[src/rtl/psa_accum_pkg.sv]
// -----------------------------------------------------------------------------
// psa_accum_pkg
// Shared EX-stage definitions for the nibble-lane accumulator:
//   - state_t    : burst FSM states (IDLE / ACCUM / HOLD)
//   - PSA_LANES  : number of independent signed lanes in an operand
//   - LANE_W     : width of one lane in bits
//   - DATA_W     : full operand width (PSA_LANES * LANE_W)
// -----------------------------------------------------------------------------
package psa_accum_pkg;

    localparam int PSA_LANES = 4;
    localparam int LANE_W    = 4;
    localparam int DATA_W    = PSA_LANES * LANE_W;

    typedef enum logic [1:0] {
        ST_IDLE  = 2'd0,
        ST_ACCUM = 2'd1,
        ST_HOLD  = 2'd2
    } state_t;

endpackage : psa_accum_pkg

[src/rtl/psa_accum_if.sv]
// -----------------------------------------------------------------------------
// psa_accum_if
// Operand input stream and result output stream of psa_accum.
//   in_valid / in_ready / in_data / in_last : operand beats, valid/ready
//   out_valid / out_ready                   : result handshake
//   out_sum / out_error / out_first_err / out_count : burst result
// Modports:
//   master : the environment (drives operands, consumes results)
//   slave  : the accumulator itself
// -----------------------------------------------------------------------------
interface psa_accum_if
    import psa_accum_pkg::*;
#(
    parameter int CNT_W = 4
) ();

    logic              in_valid;
    logic              in_ready;
    logic [DATA_W-1:0] in_data;
    logic              in_last;

    logic              out_valid;
    logic              out_ready;
    logic [DATA_W-1:0] out_sum;
    logic              out_error;
    logic [CNT_W-1:0]  out_first_err;
    logic [CNT_W-1:0]  out_count;

    modport master (
        output in_valid, in_data, in_last, out_ready,
        input  in_ready, out_valid, out_sum, out_error, out_first_err, out_count
    );

    modport slave (
        input  in_valid, in_data, in_last, out_ready,
        output in_ready, out_valid, out_sum, out_error, out_first_err, out_count
    );

endinterface : psa_accum_if

[src/rtl/psa_accum_psa_16bit.sv]
// -----------------------------------------------------------------------------
// psa_16bit
// Purely combinational partitioned adder: four independent 4-bit signed lanes,
// no carry between lanes, results wrap.
//   a, b  : operands (lane 0 = [3:0])
//   sum   : lane-wise wrapped sum
//   error : OR of all lane signed overflows
// -----------------------------------------------------------------------------
module psa_16bit
    import psa_accum_pkg::*;
(
    input  logic [DATA_W-1:0] a,
    input  logic [DATA_W-1:0] b,
    output logic [DATA_W-1:0] sum,
    output logic              error
);

    logic [PSA_LANES-1:0] w_lane_ovf;

    genvar gi;
    generate
        for (gi = 0; gi < PSA_LANES; gi++) begin : g_lane
            logic [LANE_W-1:0] w_a;
            logic [LANE_W-1:0] w_b;
            logic [LANE_W-1:0] w_s;

            assign w_a = a[gi*LANE_W +: LANE_W];
            assign w_b = b[gi*LANE_W +: LANE_W];
            assign w_s = w_a + w_b;
            assign sum[gi*LANE_W +: LANE_W] = w_s;

            // Signed overflow: operands agree in sign but the result does not.
            assign w_lane_ovf[gi] = (w_a[LANE_W-1] == w_b[LANE_W-1]) &&
                                    (w_s[LANE_W-1] != w_a[LANE_W-1]);
        end
    endgenerate

    assign error = |w_lane_ovf;

endmodule : psa_16bit

[src/rtl/psa_accum.sv]
// -----------------------------------------------------------------------------
// psa_accum
// Sequential nibble-lane accumulator. Folds a burst of 16-bit operands into a
// running value through psa_16bit and holds the result with a sticky overflow
// flag, the index of the first overflowing beat and the beat count.
// Ports:
//   clk   : clock, all state updates on the rising edge
//   rst_n : synchronous active-low reset
//   bus   : psa_accum_if.slave (operand stream in, result out)
// Parameters:
//   MAX_LEN : beats after which a burst closes on its own
//   CNT_W   : beat counter width, $clog2(MAX_LEN+1)
// -----------------------------------------------------------------------------
module psa_accum
    import psa_accum_pkg::*;
#(
    parameter int MAX_LEN = 8,
    parameter int CNT_W   = 4
) (
    input  logic        clk,
    input  logic        rst_n,
    psa_accum_if.slave  bus
);

    localparam logic [CNT_W-1:0] MAX_CNT = CNT_W'(MAX_LEN);

    state_t            r_state;
    state_t            w_state_next;
    logic [DATA_W-1:0] r_acc;
    logic              r_err;
    logic [CNT_W-1:0]  r_first_err;
    logic [CNT_W-1:0]  r_cnt;

    logic              w_in_ready;
    logic              w_out_valid;
    logic              w_accept;
    logic [CNT_W-1:0]  w_cnt_inc;
    logic [DATA_W-1:0] w_psa_sum;
    logic              w_psa_err;

    psa_16bit iPSA (
        .a     (r_acc),
        .b     (bus.in_data),
        .sum   (w_psa_sum),
        .error (w_psa_err)
    );

    assign w_accept  = bus.in_valid && w_in_ready;
    assign w_cnt_inc = r_cnt + 1'b1;

    // State register
    always_ff @(posedge clk) begin
        if (!rst_n) begin
            r_state <= ST_IDLE;
        end else begin
            r_state <= w_state_next;
        end
    end

    // Next-state logic
    always_comb begin
        w_state_next = r_state;
        case (r_state)
            ST_IDLE: begin
                if (bus.in_valid) begin
                    w_state_next = (bus.in_last || MAX_LEN == 1) ? ST_HOLD : ST_ACCUM;
                end
            end
            ST_ACCUM: begin
                // Reaching MAX_LEN closes the burst whether or not in_last is set.
                if (bus.in_valid) begin
                    w_state_next = (bus.in_last || w_cnt_inc == MAX_CNT) ? ST_HOLD : ST_ACCUM;
                end
            end
            ST_HOLD: begin
                if (bus.out_ready) begin
                    w_state_next = ST_IDLE;
                end
            end
            default: w_state_next = ST_IDLE;
        endcase
    end

    // Output logic
    always_comb begin
        w_in_ready  = 1'b0;
        w_out_valid = 1'b0;
        case (r_state)
            ST_IDLE:  w_in_ready  = 1'b1;
            ST_ACCUM: w_in_ready  = 1'b1;
            ST_HOLD:  w_out_valid = 1'b1;
            default: begin
                w_in_ready  = 1'b0;
                w_out_valid = 1'b0;
            end
        endcase
    end

    // Datapath: only an accepted beat changes the accumulator registers.
    always_ff @(posedge clk) begin
        if (!rst_n) begin
            r_acc       <= '0;
            r_err       <= 1'b0;
            r_first_err <= '0;
            r_cnt       <= '0;
        end else if (w_accept) begin
            if (r_state == ST_IDLE) begin
                // First beat: adding to zero cannot overflow, so load directly.
                r_acc       <= bus.in_data;
                r_err       <= 1'b0;
                r_first_err <= '0;
                r_cnt       <= CNT_W'(1);
            end else begin
                r_acc <= w_psa_sum;
                r_cnt <= w_cnt_inc;
                // r_cnt is the 0-based index of the beat being folded in.
                if (w_psa_err && !r_err) begin
                    r_err       <= 1'b1;
                    r_first_err <= r_cnt;
                end
            end
        end
    end

    assign bus.in_ready      = w_in_ready;
    assign bus.out_valid     = w_out_valid;
    assign bus.out_sum       = r_acc;
    assign bus.out_error     = r_err;
    assign bus.out_first_err = r_first_err;
    assign bus.out_count     = r_cnt;

endmodule : psa_accum
[src/flat_wrapper.sv]
// flat-port wrapper written by rule: the top's interface ports become plain ports
module psa_accum_flat import psa_accum_pkg::*;
#(
    parameter int MAX_LEN = 8,
    parameter int CNT_W   = 4
)
  (clk, rst_n, bus_in_valid, bus_in_data, bus_in_last, bus_out_ready, bus_in_ready, bus_out_valid, bus_out_sum, bus_out_error, bus_out_first_err, bus_out_count);
  psa_accum_if #(.CNT_W(CNT_W)) bus_i ();
  input  logic clk;
  input  logic rst_n;
  input wire logic [$bits(bus_i.in_valid)-1:0] bus_in_valid;
  input wire logic [$bits(bus_i.in_data)-1:0] bus_in_data;
  input wire logic [$bits(bus_i.in_last)-1:0] bus_in_last;
  input wire logic [$bits(bus_i.out_ready)-1:0] bus_out_ready;
  output wire logic [$bits(bus_i.in_ready)-1:0] bus_in_ready;
  output wire logic [$bits(bus_i.out_valid)-1:0] bus_out_valid;
  output wire logic [$bits(bus_i.out_sum)-1:0] bus_out_sum;
  output wire logic [$bits(bus_i.out_error)-1:0] bus_out_error;
  output wire logic [$bits(bus_i.out_first_err)-1:0] bus_out_first_err;
  output wire logic [$bits(bus_i.out_count)-1:0] bus_out_count;
  assign bus_i.in_valid = bus_in_valid;
  assign bus_i.in_data = bus_in_data;
  assign bus_i.in_last = bus_in_last;
  assign bus_i.out_ready = bus_out_ready;
  assign bus_in_ready = bus_i.in_ready;
  assign bus_out_valid = bus_i.out_valid;
  assign bus_out_sum = bus_i.out_sum;
  assign bus_out_error = bus_i.out_error;
  assign bus_out_first_err = bus_i.out_first_err;
  assign bus_out_count = bus_i.out_count;
  psa_accum #(.MAX_LEN(MAX_LEN), .CNT_W(CNT_W)) u_core (.clk(clk), .rst_n(rst_n), .bus(bus_i));
endmodule
[config.mk]
export PLATFORM = sky130hd
export DESIGN_NAME = psa_accum_flat
export DESIGN_NICKNAME = d
export VERILOG_FILES = /design/src/rtl/psa_accum_pkg.sv /design/src/rtl/psa_accum_if.sv /design/src/rtl/psa_accum_psa_16bit.sv /design/src/rtl/psa_accum.sv /design/src/flat_wrapper.sv
export SDC_FILE = /design/constraint.sdc
export NUM_CORES = 1
export LEC_CHECK = 0
export BUFFER_PORTS_ARGS = -buffer_cell sky130_fd_sc_hd__buf_2
export CELL_PAD_IN_SITES_DETAIL_PLACEMENT = 1
export CELL_PAD_IN_SITES_GLOBAL_PLACEMENT = 1
export CORE_UTILIZATION = 35
export CTS_CLUSTER_SIZE = 14
export DETAILED_ROUTE_END_ITERATION = 8
export PLACE_DENSITY_LB_ADDON = 0.1
export SYNTH_ARGS = -nofsm -noshare
export SYNTH_HDL_FRONTEND = slang
export SYNTH_SLANG_ARGS = --single-unit
[constraint.sdc]
create_clock -name clk -period 2.3 [get_ports clk]
set_clock_uncertainty 0.1 [all_clocks]
set_input_delay 0.575 -clock clk [delete_from_list [all_inputs] [get_ports clk]]
set_output_delay 0.575 -clock clk [all_outputs]
set_load 0.1 [all_outputs]
==> results of run 1 <==
-- state kept, by name (all words and copies together) (netlist names) --
name and count:
u_core.bus.out_count 4, u_core.r_state 2, u_core.bus.out_error 1, u_core.bus.out_sum 16, u_core.bus.out_first_err 4
-- layout make-up --
class                   instances  area, sq um  area share (%)
well taps                      67         83.8            3.70
clock buffers                   4         45.0            1.99
multi-input cells             157         1180            52.1
inverters                      14         52.6            2.32
flip-flops and latches         27          573            25.3
repair buffers                 60          333            14.7
-- routing by layer --
metal / vias up / GRT usage (%) / part of all wire, %
met5: - / 0 / 0
met2: 31 / 27.4 / 45
met3: 5 / 2.47 / 3.5
li1: 844 / - / -
met1: 767 / 24.2 / 50
met4: 0 / 5.77 / 1.3
-- critical path, stage by stage --
cell	delay, ns
sky130_fd_sc_hd__buf_2	0.11
sky130_fd_sc_hd__ha_1	0.27
sky130_fd_sc_hd__a21o_1	0.19
sky130_fd_sc_hd__a21oi_2	0.19
sky130_fd_sc_hd__and3_1	0.23
sky130_fd_sc_hd__nor4_4	0.07
sky130_fd_sc_hd__or4b_4	0.52
sky130_fd_sc_hd__o22ai_1	0.14
-- cells in the final DEF (no fill, tap or decap), types with 2 or more instances in the layout --
| master | count |
|---|---|
| sky130_fd_sc_hd__dfxtp_4 | 7 |
| sky130_fd_sc_hd__fa_1 | 4 |
| sky130_fd_sc_hd__nor3_1 | 6 |
| sky130_fd_sc_hd__nand3_1 | 6 |
| sky130_fd_sc_hd__nand2_1 | 35 |
| sky130_fd_sc_hd__a21boi_0 | 7 |
| sky130_fd_sc_hd__a21o_1 | 4 |
| sky130_fd_sc_hd__and3_1 | 2 |
| sky130_fd_sc_hd__dfxtp_1 | 15 |
| sky130_fd_sc_hd__xnor2_1 | 5 |
| sky130_fd_sc_hd__clkbuf_8 | 3 |
| sky130_fd_sc_hd__nor2_1 | 3 |
| sky130_fd_sc_hd__inv_1 | 14 |
| sky130_fd_sc_hd__o22ai_2 | 2 |
| sky130_fd_sc_hd__a21oi_1 | 4 |
| sky130_fd_sc_hd__o21ai_0 | 15 |
| sky130_fd_sc_hd__buf_4 | 13 |
| sky130_fd_sc_hd__mux2i_1 | 12 |
| sky130_fd_sc_hd__ha_1 | 13 |
| sky130_fd_sc_hd__o211a_1 | 13 |
| sky130_fd_sc_hd__o21a_1 | 5 |
| sky130_fd_sc_hd__and2_1 | 3 |
| sky130_fd_sc_hd__a21oi_2 | 3 |
| sky130_fd_sc_hd__o22ai_1 | 3 |
| sky130_fd_sc_hd__dfxtp_2 | 5 |
| sky130_fd_sc_hd__or3_1 | 2 |
| sky130_fd_sc_hd__buf_2 | 47 |
-- Yosys cell counts (all sizes together) (5+ instances only) --
master   n  share of area, %
nand2   35               7.3
clkbuf   8               1.7
mux2i   12               6.7
inv     14               2.9
dfxtp   27                30
nand3    7               2.2
o21ai   15               4.2
o22ai    5               2.1
nor3     6               1.7
a21boi   7               2.9
a21oi    8               3.5
o211a   13               7.3
o21a     5               2.1
ha      13               9.1
xnor2    5               2.4
-- kinds of logic (layout without fill, tap and decap cells) --
logic type,count (synthesis),in the layout,share of synthesized area (%)
muxes,13,13,7.33
and+or+nand+nor,63,63,16.7
DFF,27,27,30.2
xor gates and xnor gates,5,5,2.44
AOI/OAI and AO/OA,59,59,24.5
adders and majority gates,17,17,13.5
buffers and inverters,25,78,5.31
-- stage by stage --
| stage | cells | hold WS [ns] |
|---|---|---|
| floorplan | 209 | 0.523 |
| global route | 329 | 0.413 |
| global placement | 325 | 0.366 |
| detailed placement | 325 | 0.377 |
| finish | 329 | 0.385 |
| CTS | 329 | 0.391 |
-- how the worst max path moves through the flow --
| stage | from | to | slack, ns | cells after the start |
|---|---|---|---|---|
| final | bus_in_data[13] | u_core.bus.out_first_err[3] | 0.11 | 8 |
| after global placement | bus_in_data[13] | u_core.bus.out_first_err[1] | -0.14 | 8 |
| after CTS | bus_in_data[13] | u_core.bus.out_first_err[3] | 0.12 | 8 |
| after floorplan | bus_in_data[1] | u_core.bus.out_first_err[2] | -0.009 | 8 |
| after detailed placement | bus_in_data[13] | u_core.bus.out_first_err[1] | -0.19 | 8 |
| after global routing | bus_in_data[9] | u_core.bus.out_first_err[3] | 0.002 | 9 |
-- power by group through the flow --
stage / Combinational [uW] / Sequential, uW / Clock [uW]
after global routing: 610 / 533 / 315
after global placement: 561 / 539 / 0
after floorplan: 237 / 738 / 0
after detailed placement: 570 / 539 / 0
final: 566 / 528 / 289
after CTS: 572 / 528 / 302
==> impl_metrics.env, run 1 <==
export IMPL_post_cts_resized=0
export IMPL_powerDensity_nw_per_um2=610
export IMPL_antennaDiodeCount=0
export IMPL_worst_hold_path_type="reg -> reg"
export IMPL_syn_cell_area_sq_um=1790
export IMPL_finalMaxSlewViolations=0
export IMPL_yosysWarningCount=0
export IMPL_cts_hold_repair_buffers=0
export IMPL_tritoncts_clock_tree="done"
export IMPL_antenna_violations_before_repair=0
export IMPL_initial_utilization_pct=37.2
export IMPL_timing_final_setup_violations=0
export IMPL_worstPathArrival_ns=2.30
export IMPL_clockBufferDepth=2
export IMPL_final_period_minus_worst_setup_slack_ns=2.19
export IMPL_detailedRoute_firstIterationViolations=60
export IMPL_clock_pin_transition_on_the_worst_setup_and_hold_timing_paths_ns=0.10
export IMPL_worst_r2r_path_depth=7
export IMPL_holdPathEnd="u_core.bus.out_first_err[0]"
export IMPL_net_switching_power_uw=588
export IMPL_crit_path_max_fanout=4
export IMPL_final_setup_worst_slack_ns=0.112
export IMPL_worstHoldPathCells=2
export IMPL_ant_nets=0
export IMPL_die_h_um=73.6
export IMPL_layout_cell_area_non_filler_sq_um=2270
export IMPL_run_status="complete, no violations"
export IMPL_timing_critical_path_to_type="flip-flop"
export IMPL_clock_power_share_pct=20.9
export IMPL_postSynthNetCount=247
export IMPL_grt_pass1_wl_um=7210
export IMPL_synth_enable_flop_cells=0
export IMPL_regToRegStartpoint="u_core.bus.out_sum[13]"
export IMPL_irDropWorstVdd_v=0.000257
export IMPL_grt_max_degree=32
export IMPL_worst_slew_pin_slew_ns=0.575
export IMPL_static_leakage_power_uw=0.00114
export IMPL_routedWlPerCell_um=13.6
export IMPL_finalNetCount=301
export IMPL_synth_seq_area_share_pct=30.2
export IMPL_required_ns=2.41
export IMPL_setup_total_negative_slack_ns=0
export IMPL_max_clock_freq_ghz=0.457
export IMPL_place_gp_congestion=0.703
export IMPL_dominantRegCellSynth="sky130_fd_sc_hd__dfxtp_1"
export IMPL_reg2reg_to="u_core.bus.out_first_err[3]"
export IMPL_ys_seq_elements=27
export IMPL_clkLatencyLatePin_ns=0.28
export IMPL_grt_setup_unrepaired="false"
export IMPL_viasPerCell=5.01
export IMPL_number_of_placement_rows=25
export IMPL_timing_final_crit_share_pct=95.1
export IMPL_root_buffer="sky130_fd_sc_hd__clkbuf_8"
export IMPL_syn_mean_instance_area_sq_um=8.57
export IMPL_power_switching_fraction_pct=42.5
export IMPL_cts_made_buffers=3
export IMPL_sequentialPowerShare_pct=38.1
export IMPL_design_core_area_sq_um=4820
export IMPL_tritoncts_num_sinks=27
export IMPL_cap_violations=0
export IMPL_p_int_uw=795
export IMPL_drt_first_pass_iters=4
export IMPL_wl_um=4490
export IMPL_placement_io_buffers=47
export IMPL_setup_fix_buffers_added_after_clock_tree_synthesis=0
export IMPL_final_hold_viol_count=0
export IMPL_grt_overflow=0
export IMPL_grtUsageTotal_pct=17.4
export IMPL_reg2reg_setup_slack_ns=0.14
export IMPL_finish_utilization_pct=47.1
export IMPL_synthesis_instances=209
export IMPL_vias=1647
export IMPL_postPlaceCellArea_sq_um=2220
export IMPL_worst_setup_timing_slack_at_the_placement_stage_ns=-0.186
export IMPL_pin_count=48
export IMPL_crit_start_category="primary input"
export IMPL_nFillCells=612
export IMPL_die_width_um=73.6
export IMPL_grt_pass1_vias=1548
export IMPL_netlist_cell_type_count=33
export IMPL_finalPower_uw=1380
export IMPL_timing_max_slew_rel_slack_pct=61.7
export IMPL_p_comb_share_pct=41.0
export IMPL_worst_hold_startpoint="u_core.bus.out_first_err[0]"
export IMPL_die_area_sq_um=5410
export IMPL_fraction_of_final_layout_cells_sized_beyond_drive_strength_1_pct=33.2
export IMPL_place_detailed_hpwl_um=3370
export IMPL_critical_path_class="in -> reg"
export IMPL_residual_drc_count=0
export IMPL_cts_htree_levels=1
export IMPL_ys_async_sr_fraction_pct=0
export IMPL_syn_to_final_growth_pct=26.6
No activity file was read; power rests on OpenSTA's default activity.
==> run 2: changes to the inputs <==
==> constraint.sdc (replaced) <==
create_clock -name clk -period 2.3 [get_ports clk]
set_clock_uncertainty 0.1 [all_clocks]
set_input_delay 0.575 -clock clk [delete_from_list [all_inputs] [get_ports clk]]
set_output_delay 0.575 -clock clk [all_outputs]
set_load 0.005 [all_outputs]
==> run 2 against run 1 <==
- hold slack lost 0.0016 ns
- power shrank 16%
- first-iteration DRC count shrank 6.7%
- via count grew 1.3%
- cell area grew 0.44%
- combinational power shrank 37%
- sequential cell count is the same
- final cell count grew 0.91%
- core utilization grew 0.21 points
- wire length shrank 3.0%
- critical path depth grew 1
- largest cell class unchanged
==> impl_metrics.env, run 2 (synthesis gave the netlist of run 1 again) <==
export IMPL_run_status="complete, no violations"
export IMPL_irDropWorstVdd_v=0.000390
export IMPL_die_area_sq_um=5410
export IMPL_cell_family_with_the_largest_share_of_critical_path_delay="simple AND/OR/NAND/NOR gates"
export IMPL_clock_pin_transition_on_the_worst_setup_and_hold_timing_paths_ns=0.10
export IMPL_largest_reg_flops=16
export IMPL_setup_total_negative_slack_ns=0
export IMPL_place_detailed_hpwl_um=3230
export IMPL_critical_path_buf_inv_count=1
export IMPL_startpoint="bus_in_data[1]"
export IMPL_vias=1668
export IMPL_cts_htree_levels=1
export IMPL_timing_max_slew_rel_slack_pct=50.4
export IMPL_tritoncts_clock_tree="done"
export IMPL_tritoncts_num_sinks=27
export IMPL_static_leakage_power_uw=0.00115
export IMPL_placement_io_buffers=47
export IMPL_crit_path_max_fanout=4
export IMPL_worst_setup_timing_slack_at_the_placement_stage_ns=-0.215
export IMPL_routedWlPerCell_um=13.1
export IMPL_max_clock_freq_ghz=0.458
export IMPL_number_of_placement_rows=25
export IMPL_pin_count=48
export IMPL_place_gp_congestion=0.706
export IMPL_residual_drc_count=0
export IMPL_antenna_violations_before_repair=0
export IMPL_drt_first_pass_iters=4
export IMPL_grt_setup_unrepaired="false"
export IMPL_detailedRoute_firstIterationViolations=56
export IMPL_worstPathArrival_ns=2.29
export IMPL_worst_hold_path_type="reg -> reg"
export IMPL_final_period_minus_worst_setup_slack_ns=2.19
export IMPL_power_switching_fraction_pct=31.2
export IMPL_critical_path_class="in -> reg"
export IMPL_top_library_cells_by_usage_in_the_layout_fill_and_taps_aside="sky130_fd_sc_hd__buf_2, sky130_fd_sc_hd__nand2_1, sky130_fd_sc_hd__dfxtp_1, sky130_fd_sc_hd__buf_4, sky130_fd_sc_hd__o21ai_0"
export IMPL_syn_to_final_growth_pct=27.2
export IMPL_sequentialPowerShare_pct=45.5
export IMPL_antennaDiodeCount=0
export IMPL_timing_final_crit_share_pct=95.0
export IMPL_clock_power_share_pct=23.9
export IMPL_net_switching_power_uw=363
export IMPL_cap_violations=0
export IMPL_grt_pass1_vias=1587
export IMPL_root_buffer="sky130_fd_sc_hd__clkbuf_8"
export IMPL_required_ns=2.41
export IMPL_ant_nets=0
export IMPL_timing_critical_path_to_type="flip-flop"
export IMPL_crit_path_max_cell_delay_ns=0.55
export IMPL_wl_um=4350
export IMPL_die_h_um=73.6
export IMPL_grt_pass1_wl_um=7140
export IMPL_highest_delay_cell_along_the_critical_path="sky130_fd_sc_hd__or4b_4"
export IMPL_design_core_area_sq_um=4820
export IMPL_grt_max_degree=32
export IMPL_clkLatencyLatePin_ns=0.27
export IMPL_regToRegStartpoint="u_core.bus.out_sum[9]"
export IMPL_p_int_uw=800
export IMPL_nFillCells=620
export IMPL_final_hold_viol_count=0
export IMPL_crit_start_category="primary input"
export IMPL_timing_final_setup_violations=0
export IMPL_clockBufferDepth=2
export IMPL_setup_fix_buffers_added_after_clock_tree_synthesis=0
export IMPL_finalMaxSlewViolations=0
export IMPL_die_width_um=73.6
export IMPL_worst_hold_startpoint="u_core.bus.out_first_err[0]"
export IMPL_worst_slew_pin_slew_ns=0.741
export IMPL_cts_made_buffers=3
export IMPL_final_setup_worst_slack_ns=0.115
export IMPL_layout_commonest_cell="sky130_fd_sc_hd__buf_2"
export IMPL_fraction_of_final_layout_cells_sized_beyond_drive_strength_1_pct=30.6
export IMPL_grtUsageTotal_pct=17.1
export IMPL_cells_along_the_critical_path="buf_2 > ha_1 > a21o_1 > a21oi_2 > or3_1 > nand2_1 > nor4_4 > or4b_4 > o22ai_1"
export IMPL_powerDensity_nw_per_um2=510
export IMPL_p_comb_share_pct=30.6
export IMPL_viasPerCell=5.02
export IMPL_initial_utilization_pct=37.2
export IMPL_finalNetCount=304
export IMPL_grt_overflow=0
## run 2: area by class of cell
| cell class | instances | area [sq um] | share of cell area, % |
|---|---|---|---|
| well taps | 67 | 83.8 | 3.68 |
| repair buffers | 63 | 362 | 15.9 |
| inverters | 14 | 52.6 | 2.31 |
| clock buffers | 4 | 45.0 | 1.98 |
| flip-flops and latches | 27 | 542 | 23.8 |
| multi-input cells | 157 | 1190 | 52.4 |
## run 2: per-stage QoR
| step | instance area [sq um] | total power (uW) | cells | hold slack, ns | util, % |
|---|---|---|---|---|---|
| 6_report | 2280 | 1160 | 332 | 0.384 | 47.3 |
| 5_1_grt | 2280 | 1250 | 332 | 0.409 | 47.3 |
| 4_1_cts | 2260 | 1190 | 332 | 0.383 | 46.8 |
| 3_5_place_dp | 2210 | 894 | 328 | 0.366 | 45.9 |
| 3_3_place_gp | 2210 | 884 | 328 | 0.362 | 45.9 |
| 2_1_floorplan | 1810 | 758 | 209 | 0.362 | - |
## run 2: path summary, 6_finish.rpt
kind	depth (start not counted)	end	slack (ns)
max reg2reg	8	u_core.bus.out_first_err[3]	0.16
min reg2reg	2	u_core.bus.out_first_err[0]	0.38
min	2	u_core.bus.out_first_err[0]	0.38
max	9	u_core.bus.out_first_err[1]	0.11
## run 2: worst min-delay path: stages, from the launching register on
cell	delay, ns
sky130_fd_sc_hd__dfxtp_1	0.32
sky130_fd_sc_hd__nand2_1	0.05
sky130_fd_sc_hd__o22ai_1	0.07
## run 2: power groups by stage
stage               Combinational [uW]  Clock, uW  Sequential [uW]
floorplan                          223          0              534
global placement                   345          0              539
detailed placement                 355          0              539
CTS                                357        299              529
global route                       399        315              536
finish                             355        278              529
## run 2: repair_timing
action,CTS,global route
hold buffers,0,0
gates resized for setup,0,4
setup endpoints to repair,0,4
## run 2: per-layer routing
layer | global-route usage, % | up-vias | part of all wire, %
met5 | 0 | - | 0
met4 | 3.85 | 0 | 0.53
met3 | 3.43 | 2 | 4.2
met2 | 29.9 | 34 | 47
met1 | 21.5 | 791 | 48
li1 | - | 841 | -
==> run 3: changes to the inputs <==
--- a/config.mk
+++ b/config.mk
@@ -11,7 +11,9 @@
 export CORE_UTILIZATION = 35
 export CTS_CLUSTER_SIZE = 14
 export DETAILED_ROUTE_END_ITERATION = 8
+export GPL_ROUTABILITY_DRIVEN = 0
 export PLACE_DENSITY_LB_ADDON = 0.1
 export SYNTH_ARGS = -nofsm -noshare
 export SYNTH_HDL_FRONTEND = slang
+export SYNTH_HIERARCHICAL = 1
 export SYNTH_SLANG_ARGS = --single-unit
==> run 3 against run 2 <==
- critical path type unchanged
- critical endpoint is now u_core/bus.out_first_err[0]
- via count down 4.6%
- fmax up 0.96%
- highest routed layer unchanged
- core utilization down 1.6 points
- sequential power up 2%
- final cell count down 3.3%
==> impl_metrics.env, run 3 <==
export IMPL_reg2reg_to="u_core/bus.out_first_err[0]"
export IMPL_required_ns=2.42
export IMPL_clockBufferDepth=2
export IMPL_residual_drc_count=0
export IMPL_muxShareOfSynthArea_pct=9.95
export IMPL_cell_family_with_the_largest_share_of_critical_path_delay="compound AO/OA/AOI/OAI gates"
export IMPL_worst_r2r_path_depth=9
export IMPL_synthesis_instances=204
export IMPL_syn_cell_area_sq_um=1810
export IMPL_synth_xor_area_share_pct=6.29
export IMPL_detailedRoute_firstIterationViolations=58
export IMPL_static_leakage_power_uw=0.00102
export IMPL_synth_enable_flop_cells=0
export IMPL_combinational_family_with_the_most_area_after_synthesis="simple AND/OR/NAND/NOR gates"
export IMPL_grt_max_degree=34
export IMPL_max_clock_freq_ghz=0.462
export IMPL_grtUsageTotal_pct=18.0
export IMPL_root_buffer="sky130_fd_sc_hd__clkbuf_8"
export IMPL_regToRegStartpoint="u_core/bus.out_sum[1]"
export IMPL_vias=1592
export IMPL_setup_total_negative_slack_ns=0
export IMPL_antenna_violations_before_repair=0
export IMPL_ys_async_sr_fraction_pct=0
export IMPL_timing_critical_path_to_type="flip-flop"
export IMPL_met1_usage_pct=24.2
export IMPL_run_status="complete, no violations"
export IMPL_worst_slew_pin_slew_ns=0.454
export IMPL_yosys_area_share_simple_pct=17.2
export IMPL_die_h_um=73.9
export IMPL_crit_start_category="primary input"
export IMPL_syn_mean_instance_area_sq_um=8.87
export IMPL_crit_path_max_cell_delay_ns=0.26
export IMPL_placement_io_buffers=47
export IMPL_finalMaxSlewViolations=0
export IMPL_cts_htree_levels=1
export IMPL_die_width_um=73.9
export IMPL_yosysWarningCount=6
export IMPL_number_of_placement_rows=25
export IMPL_grt_pass1_wl_um=7710
export IMPL_timing_final_crit_share_pct=94.1
export IMPL_design_core_area_sq_um=4850
export IMPL_critical_path_class="in -> reg"
export IMPL_drt_first_pass_iters=4
export IMPL_timing_final_setup_violations=0
export IMPL_netlist_cell_type_count=37
export IMPL_top_library_cells_by_usage_in_the_layout_fill_and_taps_aside="sky130_fd_sc_hd__buf_2, sky130_fd_sc_hd__dfxtp_1, sky130_fd_sc_hd__inv_1, sky130_fd_sc_hd__nor2_1, sky130_fd_sc_hd__mux2i_1"
export IMPL_crit_path_max_fanout=4
export IMPL_groute_layer_met2_usage_pct=30.4
export IMPL_largest_reg_flops=16
export IMPL_final_period_minus_worst_setup_slack_ns=2.16
export IMPL_syn_to_final_growth_pct=22.3
export IMPL_share_of_the_synthesized_area_in_compound_gates_ao_oa_aoi_oai_pct=15.7
export IMPL_grt_util_met3_pct=2.19
export IMPL_initial_utilization_pct=37.3
export IMPL_irDropWorstVdd_v=0.000229
export IMPL_cap_violations=0
export IMPL_post_synth_fa_ha_maj_area_fraction_pct=13.4
export IMPL_yosysMostFrequentCell="sky130_fd_sc_hd__dfxtp_1"
export IMPL_place_detailed_hpwl_um=3160
export IMPL_clkLatencyLatePin_ns=0.28
export IMPL_highest_delay_cell_along_the_critical_path="sky130_fd_sc_hd__ha_1"
export IMPL_cells_along_the_critical_path="buf_2 > ha_1 > a21o_1 > a21oi_4 > mux2i_2 > nor3_2 > nand4_1 > nand2b_1 > a21oi_1 > mux2i_1"
export IMPL_layout_commonest_cell="sky130_fd_sc_hd__buf_2"
export IMPL_synth_top_area_cell="sky130_fd_sc_hd__dfxtp_1"
export IMPL_wl_um=4360
export IMPL_critical_path_buf_inv_count=1
export IMPL_ys_seq_elements=27
export IMPL_tritoncts_clock_tree="done"
export IMPL_dominantRegCellSynth="sky130_fd_sc_hd__dfxtp_1"
export IMPL_finish_utilization_pct=45.7
export IMPL_ant_nets=0
export IMPL_ys_top_cells_by_area="sky130_fd_sc_hd__dfxtp_1, sky130_fd_sc_hd__mux2i_1, sky130_fd_sc_hd__ha_1"
export IMPL_synth_seq_area_share_pct=29.9
export IMPL_holdPathEnd="u_core/bus.out_first_err[0]"
export IMPL_finalPower_uw=1200
export IMPL_worstPathArrival_ns=2.28
export IMPL_die_area_sq_um=5460
export IMPL_viasPerCell=4.96
export IMPL_reg2reg_setup_slack_ns=0.17
export IMPL_tritoncts_num_sinks=27
export IMPL_fraction_of_final_layout_cells_sized_beyond_drive_strength_1_pct=28.7
export IMPL_netlist_area_leader_share_pct=29.9
export IMPL_powerDensity_nw_per_um2=540
export IMPL_worstHoldPathCells=2
export IMPL_final_hold_viol_count=0
export IMPL_finalNetCount=293
export IMPL_worst_hold_startpoint="u_core/bus.out_first_err[0]"
export IMPL_cts_made_buffers=3
export IMPL_routedWlPerCell_um=13.6
export IMPL_grt_overflow=0
export IMPL_pin_count=48
export IMPL_synth_top_cells_by_count="sky130_fd_sc_hd__dfxtp_1, sky130_fd_sc_hd__inv_1, sky130_fd_sc_hd__mux2i_1, sky130_fd_sc_hd__nor2_1, sky130_fd_sc_hd__a211oi_1"
export IMPL_globalRoute_busiestLayer="met2"
export IMPL_timing_max_slew_rel_slack_pct=69.6
export IMPL_worst_hold_path_type="reg -> reg"
export IMPL_antennaDiodeCount=0
export IMPL_postSynthNetCount=242
export IMPL_clock_pin_transition_on_the_worst_setup_and_hold_timing_paths_ns=0.11
export IMPL_grt_setup_unrepaired="false"
export IMPL_grt_pass1_vias=1678
-- run 3: metal layers --
layer  up-vias  wire, um
met1       747      2160
met5         -         0
met2        26      2070
met4         0        25
li1        817         -
met3         2       107
-- run 3: worst max-delay path by stage --
stage	start	to	slack (ns)	cells past startpoint
after global routing	bus_in_data[1]	u_core/bus.out_first_err[0]	0.02	10
after detailed placement	bus_in_data[1]	u_core/bus.out_first_err[1]	-0.20	10
after CTS	bus_in_data[1]	u_core/bus.out_first_err[1]	0.08	10
final	bus_in_data[1]	u_core/bus.out_first_err[0]	0.14	10
after global placement	bus_in_data[1]	u_core/bus.out_first_err[2]	-0.20	10
after floorplan	bus_in_data[5]	u_core/bus.out_first_err[1]	0.13	9
-- run 3: per-stage QoR --
step	hold WS [ns]	instance area, sq um	setup WS (ns)	std cells
after floorplan	0.351	1810	0.128	204
after global placement	0.348	2160	-0.197	317
after detailed placement	0.351	2160	-0.202	317
after CTS	0.369	2200	0.0834	321
after global routing	0.400	2210	0.0186	321
final	0.367	2210	0.136	321
-- run 3: tightest hold or removal path: stages (launching register included) --
cell                      delay, ns
sky130_fd_sc_hd__dfxtp_1       0.33
sky130_fd_sc_hd__nand2_1       0.05
sky130_fd_sc_hd__mux2i_1       0.05
-- run 3: layout make-up --
| class | instances | area (sq um) |
|---|---|---|
| fill | 596 | 2640 |
| multi-input combinational | 147 | 1140 |
| sequential | 27 | 541 |
| timing repair buffer | 58 | 330 |
| tap | 67 | 83.8 |
| inverter | 18 | 67.6 |
| clock buffer | 3 | 41.3 |
| clock inverter | 1 | 5.00 |
-- run 3: what timing repair did --
action | in CTS | in global routing
hold buffers | 0 | 0
resized for setup | 0 | 3
endpoints found under the setup margin | 0 | 4
setup buffers | 0 | 0
-- run 3: power breakdown --
group          switching (uW)  internal, uW
Sequential               38.8           502
Clock                     162           122
Combinational             188           184
-- run 3: cell families (layout without fill, tap and decap cells) --
| logic type | after synthesis | after routing |
|---|---|---|
| xor gates and xnor gates | 13 | 13 |
| DFF | 27 | 27 |
| and+or+nand+nor | 58 | 58 |
| muxes | 18 | 18 |
| adders and majority gates | 17 | 17 |
| buffers and inverters | 30 | 80 |
| AOI/OAI and AO/OA | 41 | 41 |
